### src/rtl/pll_clkena_gen.sv
// pll_clkena_gen: NUM_CH rational-rate clock-enable generators on a single clock.
// Each channel emits clkena pulses at density mul/div using a phase-accumulator.
// A valid reconfiguration restarts all channels together after a lock window,
// so every channel re-aligns to its programmed phase.
module pll_clkena_gen #(
    parameter int NUM_CH     = 4,
    parameter int CNT_W      = 8,
    parameter int LOCK_COUNT = 16
) (
    input  logic              inclk0,
    input  logic              areset,
    input  logic              cfg_valid,
    output logic              cfg_ready,
    input  logic [2:0]        cfg_ch,
    input  logic [CNT_W-1:0]  cfg_mul,
    input  logic [CNT_W-1:0]  cfg_div,
    input  logic [CNT_W-1:0]  cfg_phase,
    output logic              cfg_err,
    output logic [NUM_CH-1:0] clkena,
    output logic              locked
);

    // Lock counter only needs to reach LOCK_COUNT-1.
    localparam int                LOCK_W    = (LOCK_COUNT > 1) ? $clog2(LOCK_COUNT) : 1;
    localparam logic [LOCK_W-1:0] LOCK_LAST = LOCK_W'(LOCK_COUNT - 1);

    typedef enum logic {
        ST_LOCKING = 1'b0,
        ST_RUN     = 1'b1
    } state_t;

    state_t            state_reg;
    logic [LOCK_W-1:0] lock_cnt_reg;
    logic              locked_reg;
    logic              ready_reg;
    logic              err_reg;

    logic              xfer;
    logic              ch_ok;
    logic              cfg_ok;
    logic              cfg_apply;
    logic              cfg_reject;
    logic              run_active;

    // A transfer can only happen in RUN, where ready is high.
    assign run_active = (state_reg == ST_RUN);
    assign xfer       = cfg_valid & ready_reg & run_active;

    // The full 3-bit channel index takes part in the range check, so
    // out-of-range channels are rejected rather than aliased.
    assign ch_ok  = ({29'd0, cfg_ch} < 32'(NUM_CH));
    assign cfg_ok = ch_ok
                  && (cfg_div != '0)
                  && (cfg_mul != '0)
                  && (cfg_mul <= cfg_div)
                  && (cfg_phase < cfg_div);

    assign cfg_apply  = xfer & cfg_ok;
    assign cfg_reject = xfer & ~cfg_ok;

    // Lock/run FSM with registered status outputs.
    always_ff @(posedge inclk0) begin
        if (areset) begin
            state_reg    <= ST_LOCKING;
            lock_cnt_reg <= '0;
            locked_reg   <= 1'b0;
            ready_reg    <= 1'b0;
            err_reg      <= 1'b0;
        end else begin
            case (state_reg)
                ST_LOCKING: begin
                    err_reg <= 1'b0;
                    if (lock_cnt_reg == LOCK_LAST) begin
                        state_reg    <= ST_RUN;
                        lock_cnt_reg <= '0;
                        locked_reg   <= 1'b1;
                        ready_reg    <= 1'b1;
                    end else begin
                        lock_cnt_reg <= lock_cnt_reg + 1'b1;
                    end
                end
                ST_RUN: begin
                    // A rejected config only flags an error; RUN continues.
                    err_reg <= cfg_reject;
                    if (cfg_apply) begin
                        state_reg    <= ST_LOCKING;
                        lock_cnt_reg <= '0;
                        locked_reg   <= 1'b0;
                        ready_reg    <= 1'b0;
                    end
                end
                default: begin
                    state_reg    <= ST_LOCKING;
                    lock_cnt_reg <= '0;
                    locked_reg   <= 1'b0;
                    ready_reg    <= 1'b0;
                    err_reg      <= 1'b0;
                end
            endcase
        end
    end

    assign locked    = locked_reg;
    assign cfg_ready = ready_reg;
    assign cfg_err   = err_reg;

    // Per-channel rate registers and phase accumulators.
    for (genvar gi = 0; gi < NUM_CH; gi++) begin : g_ch
        logic [CNT_W-1:0] mul_reg;
        logic [CNT_W-1:0] div_reg;
        logic [CNT_W-1:0] phase_reg;
        logic [CNT_W:0]   acc_reg;
        logic             ena_reg;
        logic [CNT_W:0]   sum_next;
        logic             hit;
        logic             sel;

        // One extra accumulator bit: acc < div and mul <= div, so the sum
        // never exceeds 2*div-1 and cannot wrap.
        assign sel      = cfg_apply && (cfg_ch == 3'(gi));
        assign sum_next = acc_reg + {1'b0, mul_reg};
        assign hit      = (sum_next >= {1'b0, div_reg});

        // Rate registers load on an accepted config; accumulator runs only in RUN
        // and is held at the phase otherwise so all channels restart aligned.
        always_ff @(posedge inclk0) begin
            if (areset) begin
                mul_reg   <= CNT_W'(1);
                div_reg   <= CNT_W'(1);
                phase_reg <= '0;
                acc_reg   <= '0;
                ena_reg   <= 1'b0;
            end else begin
                if (sel) begin
                    mul_reg   <= cfg_mul;
                    div_reg   <= cfg_div;
                    phase_reg <= cfg_phase;
                end
                if (!run_active || cfg_apply) begin
                    acc_reg <= {1'b0, phase_reg};
                    ena_reg <= 1'b0;
                end else if (hit) begin
                    acc_reg <= sum_next - {1'b0, div_reg};
                    ena_reg <= 1'b1;
                end else begin
                    acc_reg <= sum_next;
                    ena_reg <= 1'b0;
                end
            end
        end

        assign clkena[gi] = ena_reg;
    end

endmodule

### config.mk
export PLATFORM = sky130hd
export DESIGN_NAME = pll_clkena_gen
export DESIGN_NICKNAME = d
export VERILOG_FILES = /design/src/rtl/pll_clkena_gen.sv
export SDC_FILE = /design/constraint.sdc
export NUM_CORES = 1
export LEC_CHECK = 0
export BUFFER_PORTS_ARGS = -buffer_cell sky130_fd_sc_hd__buf_4
export CAP_MARGIN = 0
export CORE_MARGIN = 2
export CORE_UTILIZATION = 43
export CTS_BUF_LIST = sky130_fd_sc_hd__clkbuf_4
export DETAILED_ROUTE_END_ITERATION = 16
export REMOVE_ABC_BUFFERS = 1
export SLEW_MARGIN = 40
export SYNTH_ARGS = -nofsm -noshare
export SYNTH_HDL_FRONTEND = slang
export SYNTH_SLANG_ARGS = --single-unit
### constraint.sdc
create_clock -name inclk0 -period 4.3 [get_ports inclk0]
set_input_delay 0.43 -clock inclk0 [delete_from_list [all_inputs] [get_ports inclk0]]
set_output_delay 0.43 -clock inclk0 [all_outputs]
set_load 0.03 [all_outputs]
Word level (Yosys, flattened, before mapping)

Cells that the tools add are included.
Widths: inputs -> output; s select.

Register bits: 143
Output and inout bits: 7

Equality and inequality tests: 6
Reduce and logical (&&, ||, !) cells: 15
Bitwise logic cells: 6
$add $sub $neg: 9
Mux-type cells: 22
Order comparisons: 7

Operators by type and width:

| kind                | number |
|---|---|
| $add 9x8->9         | 4 |
| $ge 9x8->1          | 4 |
| $mux 9              | 4 |
| $sub 9x8->9         | 4 |
| $mux 8              | 4 |
| $reduce_bool 8->1   | 2 |
| $le 8x8->1          | 1 |
| $logic_and 1x1->1   | 8 |
| $lt 8x8->1          | 1 |
| $mux 1              | 8 |
| $mux 4              | 2 |
| $pmux 4 s2          | 1 |
| $eq 3x2->1 const B  | 2 |
| $pmux 1 s2          | 3 |
| $add 4x1->4 const B | 1 |
| $and 1x1->1         | 4 |
| $eq 4x4->1 const B  | 1 |
| $eq 3x1->1 const B  | 1 |
| $logic_not 3->1     | 1 |
| $lt 3x3->1 const B  | 1 |
| $ne 2x1->1 const B  | 1 |
| $ne 2x2->1 const B  | 1 |
| $not 1->1           | 2 |
| $reduce_and 2->1    | 1 |
| other kinds (3)     | 3 |

Logic depth before layout (Yosys ltp)

Gate-level depths: netlist of the first run.

Word-level depth: 8
Depth in mapped cells: 15
Mapped depth without buffers: 14

Worst setup path after synthesis of the first run

Ideal clock, no wire load.

Kind: register to register
Start: register g_ch[2].mul_reg[1]
End: register g_ch[2].acc_reg[0]
Data required time: 4.178 ns
Arrival: 3.419 ns
Buffers on the path: 0
Setup slack: 0.759 ns
Library setup time: 0.122 ns
Clock period less this slack: 3.541 ns
Stages on the path, launching flop included: 14
Path through: dfxtp_1 > ha_1 > a21oi_1 > o211ai_1 > or4_1 > o311ai_0 > xnor2_1 > ha_1 > nand4_1 > o21bai_1 > or4_1 > a21oi_2 > nor4_1 > a311o_1

Word-level cells in the longest chain between the ends: 4

Ends and longest elaborated chain:

| element                  | RTL line | RTL |
|---|---|---|
| start: declaration       | 109      | `logic [CNT_W-1:0] mul_reg;` |
| start signal: assignment | 135      | `mul_reg <= cfg_mul;` |
| $add 9x8->9              | 121      | `assign sum_next = acc_reg + {1'b0, mul_reg};` |
| $ge 9x8->1               | 122      | `assign hit = (sum_next >= {1'b0, div_reg});` |
| $mux 9                   | 142      | `end else if (hit) begin` |
| $mux 8                   | 139      | `if (!run_active \|\| cfg_apply) begin` |
| end signal: assignment   | 140      | `acc_reg <= {1'b0, phase_reg};` |
| end signal: assignment   | 143      | `acc_reg <= sum_next - {1'b0, div_reg};` |
| end signal: assignment   | 146      | `acc_reg <= sum_next;` |
| end: declaration         | 112      | `logic [CNT_W:0] acc_reg;` |

Every way passes these cells.
A chain may end at the register's enable or synchronous reset.

Worst setup path in the final report of the first run

Start: register g_ch[2].mul_reg[1]
End: register g_ch[2].acc_reg[5]

Word-level cells in the longest chain between the ends: 4
Elaborated cells on any way between the ends: 5
Those cells by class: add/sub: 2; order compare: 1; mux: 2

Ends and longest elaborated chain:

| element                                          | RTL line |
|---|---|
| $add 9x8->9 *                                    | 121 |
| $sub 9x8->9 / $ge 9x8->1 (equally long branches) | 143, 122 |
| $mux 9 *                                         | 142 |
| $mux 8 *                                         | 139 |

Every way passes the cells marked *; elsewhere a longest branch is shown, timed or not.

==> results of run 1 <==
worst max-delay path by stage:
| stage | startpoint | endpoint | slack (ps) |
|---|---|---|---|
| 3_3_place_gp | g_ch[2].mul_reg[1] | g_ch[2].acc_reg[3] | 580 |
| 3_5_place_dp | g_ch[2].mul_reg[1] | g_ch[2].acc_reg[5] | 520 |
| 6_report | g_ch[2].mul_reg[1] | g_ch[2].acc_reg[5] | 520 |
| 4_1_cts | g_ch[2].mul_reg[1] | g_ch[2].acc_reg[3] | 490 |
| 2_1_floorplan | g_ch[1].mul_reg[0] | g_ch[1].acc_reg[2] | 560 |
| 5_1_grt | g_ch[2].mul_reg[1] | g_ch[2].acc_reg[5] | 200 |
power by group:
part           switching, mW  internal (mW)
sequential           0.00218           1.33
clock                  0.474          0.306
combinational         0.0943         0.0397
total                  0.570           1.67
routing by layer:
metal	GRT usage	vias up	share of wire
met1	0.3076	3353	0.49
met4	0.05468	0	0.014
met2	0.3597	147	0.46
met5	0	-	0
met3	0.03389	27	0.039
li1	-	3698	-
worst reg2reg max path: cells and delay by family (launching register included):
family          cells  cell delay (ps)
fa+ha+maj           2              600
xor+xnor            1              200
compound gates      6             1010
flops               1              360
simple gates        3             1080
buf+inv             1              230
mux                 1              200
cell usage in the layout (no fill, tap or decap), drive strengths merged, types with 3 or more instances in the layout:
master,n
nand2,168
dfxtp,143
a21oi,137
ha,80
nor2,68
inv,61
buf,54
mux2i,48
o21ai,42
xnor2,35
clkbuf,22
nand3,18
a21o,17
nand4,15
a211oi,14
nor3,11
nor4,11
xor2,9
nor2b,9
o21bai,8
or3,8
nand2b,8
fa,8
o211ai,7
o22ai,7
or4,7
o21a,6
clkinv,6
and4,5
a311o,5
and3,4
o31a,3
o311ai,3
area by class of cell:
cell class	instances	area share
clock buffers	22	0.01777
clock inverters	8	0.007405
flip-flops and latches	143	0.3081
diodes	1	0.0002693
repair buffers	54	0.04362
inverters	61	0.02464
multi-input cells	785	0.5625
well taps	265	0.03568
kinds of logic (layout without fill, tap and decap cells):
| kind of cell | count (synthesis) | in the layout | share of synthesized area |
|---|---|---|---|
| and+or+nand+nor | 341 | 341 | 0.1857 |
| AOI/OAI and AO/OA | 264 | 264 | 0.1857 |
| other | 0 | 1 | 0 |
| DFF | 143 | 143 | 0.3364 |
| xor gates and xnor gates | 44 | 44 | 0.04528 |
| buffers and inverters | 108 | 145 | 0.05410 |
| muxes | 48 | 48 | 0.05645 |
| adders and majority gates | 88 | 88 | 0.1364 |
==> reports/results.txt, run 1 <==
Fin. max-slew vios -> 0
Final Hold Vio Count -> 0
Share of layout cells above drive strength 1 -> 0.08760
CP arrival -> 4220 ps
Hold crit path type -> input port to flop
Post-Layout Cell Count -> 1339
Slowest cell delay on critical path -> 550 ps
Pre-CTS setup slack -> 515.1 ps
Reg-to-reg critical path endpoint -> g_ch[2].acc_reg[5]
Fin area -> 0.009293 mm^2
Number of buffers created by CTS -> 17
Sequence of cells on the critical path -> ha_1, a21oi_1, o211ai_1, or4_1, o311ai_0, xnor2_1, ha_1, nand4_1, o21bai_1, or4_1, a21oi_2, buf_4, mux2i_1, a21oi_1
Min Clock Period, post-route -> 3785 ps
Initial Util -> 0.4373
Final Core Density -> 0.4775
Setup CP Type -> flop to flop
Vias in the first global route -> 6725
Area grow syn2layout -> 9.188%
H-tree depth -> 4
Total power draw -> 2.243 mW
YS warnings -> 0
Synth Flop Type -> dfxtp_1
Yosys top cell by area -> dfxtp_1
Inst Count DP -> 1308
Clock sink count -> 143
Top-count cell post-synth -> nand2_1
CTS Hold Bufs -> 0
Final GP Congestion -> 0.8720
Pwr per Cell Area -> 241.4 mW/mm^2
DRC viols -> 0
Die width -> 144.7 um
Grt ovf -> 0
Final Routed Wirelength -> 21.97 mm
IO Pins -> 37
CP Depth -> 14
Final period utilization -> 0.8801
Initial antenna violation count -> 1
Synthesized cell area -> 0.008511 mm^2
Flop2flop setup slack -> 520 ps
Register area share after synthesis -> 0.3364
Maxcap violations -> 0
Hold path startpoint -> cfg_mul[0]
Max FFs per register -> 36
Worst-path maximum fanout -> 6
Global-route usage over all layers -> 0.2208
Post-place instance area -> 0.009056 mm^2
Setup violations, final -> 0
CTS tree -> yes
Library cells used by synthesis -> 59
Status -> finished, final reports clean
Hold_ws -> 128.4 ps
FP Rows -> 51
FFs w/ async S/R, synth -> 0
RSZ-0062 raised after global routing -> false
Initial DRC Count -> 444
R2R depth -> 14
Max_slew headroom -> 0.5480
Final nets -> 1180
Post-Syn Instances -> 1036
Startpoint Class -> flop
Setup WS post-layout -> 515.4 ps
Critical Path RT -> 4740 ps
Core area -> 0.01946 mm^2
Hold Path Sink -> g_ch[2].mul_reg[0]
Post-synth top area share -> 0.3364
Leak pwr -> 3.749 nW
Worst slew pin tran -> 669.2 ps
Syn_area_per_cell -> 8.215 um^2
Root Buffer -> clkbuf_4
Post-route ant nets -> 0
CP Buf/Inv Count -> 1
Post-cts sizing count -> 0
WHS Path Cells -> 3
Fill cells -> 1973
Setup Skew -> 15.89 ps
Final setup TNS -> 0 ps
DR pass1 iterations -> 8
Worst setup EP type -> flop
Die area -> 0.02093 mm^2
Area contributors post-synth -> dfxtp_1, ha_1, a21oi_1, nand2_1, mux2i_1
Clock Latency Late Sink -> 570 ps
Pin count of the biggest net entering global routing -> 56
Synthesized flop and latch total -> 143
VDD IR-drop max -> 0.2092 mV
First-pass GRT wire length -> 35.47 mm
Max Freq -> 264.2 MHz
Buffers added on ports -> 36
Number of synthesized flops with an enable pin -> 0
Height of the die -> 144.7 um
Top delay family on crit path -> simple AND/OR/NAND/NOR gates
DR vias -> 7225
Seq. cell area -> 0.002863 mm^2
Commonest cells in the netlist -> nand2_1, dfxtp_1, a21oi_1, ha_1, nor2_1
Setup bufs post-CTS -> 0
Reg2reg start -> g_ch[2].mul_reg[1]
Multi-input logic area -> 0.005228 mm^2
Average routed wire per standard cell -> 16.40 um
Post-DP HPWL -> 15.35 mm
Post-DR vias/cell -> 5.396
CTS Buffer Depth -> 2
Clock transition at path regs -> 110 ps
CP max-delay cell -> or4_1
No activity file was read; power rests on OpenSTA's default activity.
==> run 2, diff against run 1 <==
--- a/config.mk
+++ b/config.mk
@@ -9,7 +9,6 @@
 export CAP_MARGIN = 0
 export CORE_MARGIN = 2
 export CORE_UTILIZATION = 43
-export CTS_BUF_LIST = sky130_fd_sc_hd__clkbuf_4
 export DETAILED_ROUTE_END_ITERATION = 16
 export REMOVE_ABC_BUFFERS = 1
 export SLEW_MARGIN = 40
==> reports/results.txt, run 2 (synthesis gave the netlist of run 1 again) <==
CP arrival -> 4090 ps (-130 ps)
CTS Hold Bufs -> 0 (unchanged)
Startpoint Class -> flop
Final Hold Vio Count -> 0 (unchanged)
First-pass GRT wire length -> 35.94 mm (+1.3%)
Pin count of the biggest net entering global routing -> 56 (unchanged)
Clock transition at path regs -> 60 ps (-50 ps)
Most frequent cells in the layout -> nand2_1, dfxtp_1, a21oi_1
Share of layout cells above drive strength 1 -> 0.08481 (-0.002796)
Fin. max-slew vios -> 0 (unchanged)
Inst Count DP -> 1308 (unchanged)
Max_slew headroom -> 0.5483 (about the same)
Hold path startpoint -> cfg_mul[0]
Leak pwr -> 3.874 nW (+3.3%)
Clock sink count -> 143 (unchanged)
WHS Path Cells -> 3 (unchanged)
Final GP Congestion -> 0.8720 (unchanged)
Initial antenna violation count -> 0 (-1)
Final setup TNS -> 0 ps (unchanged)
Buffers added on ports -> 36 (unchanged)
Flop2flop setup slack -> 490 ps (-20 ps)
Global-route usage over all layers -> 0.2237 (+0.002876)
DR vias -> 7249 (+0.33%)
Seq. cell area -> 0.002863 mm^2 (unchanged)
Area grow syn2layout -> 12.67%
Max FFs per register -> 36 (unchanged)
Reg-to-reg critical path endpoint -> g_ch[2].acc_reg[3]
Final nets -> 1180 (unchanged)
Max Freq -> 262.7 MHz (-0.57%)
Worst setup EP type -> flop
Post-DR vias/cell -> 5.418 (+0.41%)
Core area -> 0.01946 mm^2 (unchanged)
Setup bufs post-CTS -> 0 (unchanged)
Worst slew pin tran -> 668.8 ps (-0.4099 ps)
Min Clock Period, post-route -> 3806 ps (+21.73 ps)
Root Buffer -> clkbuf_16
H-tree depth -> 4 (unchanged)
DRC viols -> 0 (unchanged)
DR pass1 iterations -> 4 (-4)
Worst-path maximum fanout -> 6 (unchanged)
FP Rows -> 51 (unchanged)
Die area -> 0.02093 mm^2 (unchanged)
Fill cells -> 1941 (-1.6%)
Setup Skew -> 7.561 ps (-8.334 ps)
Setup CP Type -> flop to flop
Height of the die -> 144.7 um (unchanged)
Total power draw -> 2.830 mW (+26%)
Setup violations, final -> 0 (unchanged)
Grt ovf -> 0 (unchanged)
Status -> finished, final reports clean
CTS tree -> yes
Pwr per Cell Area -> 295.1 mW/mm^2 (+22%)
Number of buffers created by CTS -> 17 (unchanged)
Hold Path Sink -> g_ch[2].mul_reg[0]
R2R depth -> 14 (unchanged)
RSZ-0062 raised after global routing -> false
Vias in the first global route -> 6795 (+1.0%)
Final Routed Wirelength -> 22.31 mm (+1.5%)
Most common cell after layout, fill and taps aside -> nand2_1
Maxcap violations -> 0 (unchanged)
Post-cts sizing count -> 0 (unchanged)
Reg2reg start -> g_ch[2].mul_reg[1]
CTS Buffer Depth -> 2 (unchanged)
Critical Path RT -> 4590 ps (-150 ps)
Initial Util -> 0.4373 (unchanged)
Hold crit path type -> input port to flop
Post-route ant nets -> 0 (unchanged)
Multi-input logic area -> 0.005228 mm^2 (unchanged)
Average routed wire per standard cell -> 16.67 um (+1.6%)
Post-Layout Cell Count -> 1338 (-0.075%)
Post-DP HPWL -> 15.35 mm (unchanged)
Initial DRC Count -> 478 (+7.7%)
Final period utilization -> 0.8852 (+0.005054)
IO Pins -> 37 (unchanged)
VDD IR-drop max -> 0.2669 mV (+28%)
Die width -> 144.7 um (unchanged)
Clock Latency Late Sink -> 420 ps (-150 ps)
ANT cells -> 0 (-1)
run 2: changes by cell type in the layout (fill, tap and decap cells not counted), sizes merged:
cell    before  now
clkbuf      22   24
clkinv       6    4
diode        1    0
run 2: power breakdown:
part	switching, mW	internal, mW	leakage, nW	total, mW
combinational	0.0957	0.0397	2.46	0.135
clock	0.548	0.817	0.260	1.36
sequential	0.00219	1.33	1.15	1.33
run 2: worst max path at each step:
| stage | slack, ps | end | from | cells past startpoint |
|---|---|---|---|---|
| finish | 490 | g_ch[2].acc_reg[3] | g_ch[2].mul_reg[1] | 14 |
| global route | 210 | g_ch[2].acc_reg[5] | g_ch[2].mul_reg[1] | 14 |
| CTS | 480 | g_ch[2].acc_reg[3] | g_ch[2].mul_reg[1] | 14 |
| detailed placement | 520 | g_ch[2].acc_reg[5] | g_ch[2].mul_reg[1] | 14 |
| global placement | 580 | g_ch[2].acc_reg[3] | g_ch[2].mul_reg[1] | 14 |
| floorplan | 560 | g_ch[1].acc_reg[2] | g_ch[1].mul_reg[0] | 11 |
run 2: metal layers:
metal | up-vias | GRT usage | share of wire
met2 | 142 | 0.3582 | 0.46
met4 | 0 | 0.06081 | 0.016
met5 | - | 0 | 0
met3 | 29 | 0.03817 | 0.040
met1 | 3382 | 0.3120 | 0.48
li1 | 3696 | - | -
run 2: cell type report:
| type | instances | area share |
|---|---|---|
| multi-input combinational | 785 | 0.5451 |
| inverter | 61 | 0.02388 |
| tap | 265 | 0.03458 |
| timing repair buffer | 54 | 0.04228 |
| clock buffer | 24 | 0.04919 |
| sequential | 143 | 0.2985 |
| clock inverter | 6 | 0.006394 |
run 2: worst max-delay path, stage by stage (launching register included):
cell,delay [ps]
dfxtp_1,340
ha_1,310
a21oi_1,230
o211ai_1,150
or4_1,400
o311ai_0,130
xnor2_1,200
ha_1,300
nand4_1,130
o21bai_1,120
or4_1,550
a21oi_2,310
buf_4,230
mux2i_1,200
a21oi_1,80
run 2: through the flow:
step	worst slack (ps)	instance area (um^2)	hold WS, ps	utilization
floorplan	562.5	8279	422.7	-
global placement	578.9	9056	436.9	0.4653
detailed placement	515.1	9056	441.1	0.4653
CTS	477.6	9589	264.9	0.4927
global route	206.3	9589	288.5	0.4927
finish	493.7	9589	273.3	0.4927
==> run 3, diff against run 2 <==
--- a/config.mk
+++ b/config.mk
@@ -8,7 +8,7 @@
 export BUFFER_PORTS_ARGS = -buffer_cell sky130_fd_sc_hd__buf_4
 export CAP_MARGIN = 0
 export CORE_MARGIN = 2
-export CORE_UTILIZATION = 43
+export CORE_UTILIZATION = 40
 export DETAILED_ROUTE_END_ITERATION = 16
 export REMOVE_ABC_BUFFERS = 1
 export SLEW_MARGIN = 40
==> reports/results.txt, run 3 (synthesis gave the netlist of run 1 again) <==
Post-DP HPWL -> 15.64 mm (+1.9%)
Min Clock Period, post-route -> 3832 ps (+26.03 ps)
Most common cell after layout, fill and taps aside -> nand2_1
CTS Buffer Depth -> 2 (unchanged)
Average routed wire per standard cell -> 16.66 um (about the same)
Final setup TNS -> 0 ps (unchanged)
Clock transition at path regs -> 60 ps (about the same)
Status -> finished, final reports clean
H-tree depth -> 4 (unchanged)
Worst-path maximum fanout -> 6 (unchanged)
Final Core Density -> 0.4610 (-0.03169)
Height of the die -> 149.9 um (+3.6%)
Top delay family on crit path -> simple AND/OR/NAND/NOR gates
Number of buffers created by CTS -> 17 (unchanged)
Die width -> 149.9 um (+3.6%)
Post-DR vias/cell -> 5.423 (about the same)
Post-route ant nets -> 0 (unchanged)
Fin. max-slew vios -> 0 (unchanged)
Sequential Power Share -> 0.447 (-0.023)
Multi-input logic area -> 0.005228 mm^2 (unchanged)
RSZ-0062 raised after global routing -> false
Global-route usage over all layers -> 0.2075 (-0.01617)
Clock Latency Late Sink -> 430 ps (about the same)
Initial DRC Count -> 389 (-19%)
Final Routed Wirelength -> 22.47 mm (+0.74%)
Startpoint Class -> flop
Sequence of cells on the critical path -> ha_1, a21oi_1, o211ai_1, or4_1, o311ai_0, xnor2_1, ha_1, nand4_1, o21bai_1, or4_1, a21oi_2, buf_4, mux2i_1, a21oi_1
Sw Ratio -> 0.2251 (-0.003092)
Fill cells -> 2106 (+8.5%)
Buffers added on ports -> 36 (unchanged)
Initial antenna violation count -> 0 (unchanged)
Setup CP Type -> flop to flop
Final Hold Vio Count -> 0 (unchanged)
DR vias -> 7315 (+0.91%)
Most frequent cells in the layout -> nand2_1, dfxtp_1, a21oi_1
Pwr per Cell Area -> 307.9 mW/mm^2 (+4.3%)
Hold_ws -> 261.6 ps (-11.62 ps)
Clock sink count -> 143 (unchanged)
Setup crit start -> g_ch[2].mul_reg[1]
Psw -> 0.6695 mW (+3.7%)
Maxcap violations -> 0 (unchanged)
Worst slew pin tran -> 718.2 ps (+49.41 ps)
Worst setup EP type -> flop
Hold crit path type -> input port to flop
Pin count of the biggest net entering global routing -> 57 (+1.8%)
Post-cts sizing count -> 0 (unchanged)
DR pass1 iterations -> 4 (unchanged)
Max Freq -> 260.9 MHz (-0.68%)
ANT cells -> 0 (unchanged)
Clock power frac -> 0.508 (+0.026)
Combinational Power Share -> 0.045 (-0.003)
Setup Skew -> 7.898 ps (+0.3369 ps)
Initial Util -> 0.4061 (-0.03115)
CP max-delay cell -> or4_1
Grt ovf -> 0 (unchanged)
Total power draw -> 2.974 mW (+5.1%)
Setup violations, final -> 0 (unchanged)
Reg2reg start -> g_ch[2].mul_reg[1]
Vias in the first global route -> 6850 (+0.81%)
FP Rows -> 53 (+3.9%)
Core area -> 0.02096 mm^2 (+7.7%)
Flop2flop setup slack -> 470 ps (-30 ps)
Setup bufs post-CTS -> 0 (unchanged)
Critical Path RT -> 4610 ps (+20 ps)
CTS tree -> yes
Root Buffer -> clkbuf_16
CP Buf/Inv Count -> 1 (unchanged)
Max_slew headroom -> 0.5207 (-0.02763)
Final nets -> 1179 (-0.085%)
Pint -> 2.305 mW (+5.5%)
Die area -> 0.02246 mm^2 (+7.3%)
Seq. cell area -> 0.002863 mm^2 (unchanged)
Final GP Congestion -> 0.8568 (-1.7%)
IO Pins -> 37 (unchanged)
CTS Hold Bufs -> 0 (unchanged)
VDD IR-drop max -> 0.2627 mV (-1.6%)
CP arrival -> 4140 ps (+50 ps)
DRC viols -> 0 (unchanged)
Leak pwr -> 3.901 nW (+0.70%)
First-pass GRT wire length -> 36.03 mm (+0.25%)
Hold path startpoint -> cfg_mul[0]
Share of layout cells above drive strength 1 -> 0.08845 (+0.003645)
Final period utilization -> 0.8912 (+0.006053)
Area grow syn2layout -> 13.51%
Slowest cell delay on critical path -> 570 ps (+20 ps)
Max FFs per register -> 36 (unchanged)
==> run 3: changes by cell type in the layout (fill, tap and decap cells not counted) <==
cell        before  now
clkbuf_1         5    2
bufinv_16        1    3
clkinv_2         3    5
buf_4           54   53
clkinvlp_4       1    2
==> run 3: through the flow <==
stage	setup WS, ps	area (um^2)	std cells
2_1_floorplan	562.5	8279	989
3_3_place_gp	565.4	9061	1317
3_5_place_dp	510.7	9061	1317
4_1_cts	497.3	9661	1349
5_1_grt	198.2	9661	1349
6_report	467.6	9661	1349
==> run 3: worst paths after layout <==
kind         cells past startpoint                    to
max                             14    g_ch[2].acc_reg[3]
min                              3    g_ch[2].mul_reg[0]
max reg2reg                     14    g_ch[2].acc_reg[3]
min reg2reg                      2  g_ch[3].phase_reg[6]
==> run 3: metal layers <==
| layer | GRT usage | share of wire | routed length, um |
|---|---|---|---|
| met1 | 0.2776 | 0.48 | 10720 |
| met2 | 0.3386 | 0.47 | 10520 |
| met3 | 0.03628 | 0.037 | 821 |
| met4 | 0.06840 | 0.018 | 410 |
| met5 | 0 | 0 | 0 |
==> run 3: area by class of cell <==
type,count,share of cell area
clock buffers,21,0.04766
clock inverters,11,0.01438
inverters,61,0.02370
multi-input cells,785,0.5411
flip-flops and latches,143,0.2963
well taps,275,0.03562
repair buffers,53,0.04119
==> run 3: power by group through the flow <==
stage	clock (mW)	combinational (mW)	sequential (mW)
2_1_floorplan	0	0.0414	1.36
6_report	1.51	0.134	1.33
3_3_place_gp	0	0.132	1.36
4_1_cts	1.54	0.133	1.33
5_1_grt	1.59	0.144	1.33
3_5_place_dp	0	0.133	1.36
==> run 3: worst min-delay path, cell delays in order <==
cell and delay, ps:
buf_4 110, mux2i_1 60, nand2_1 60
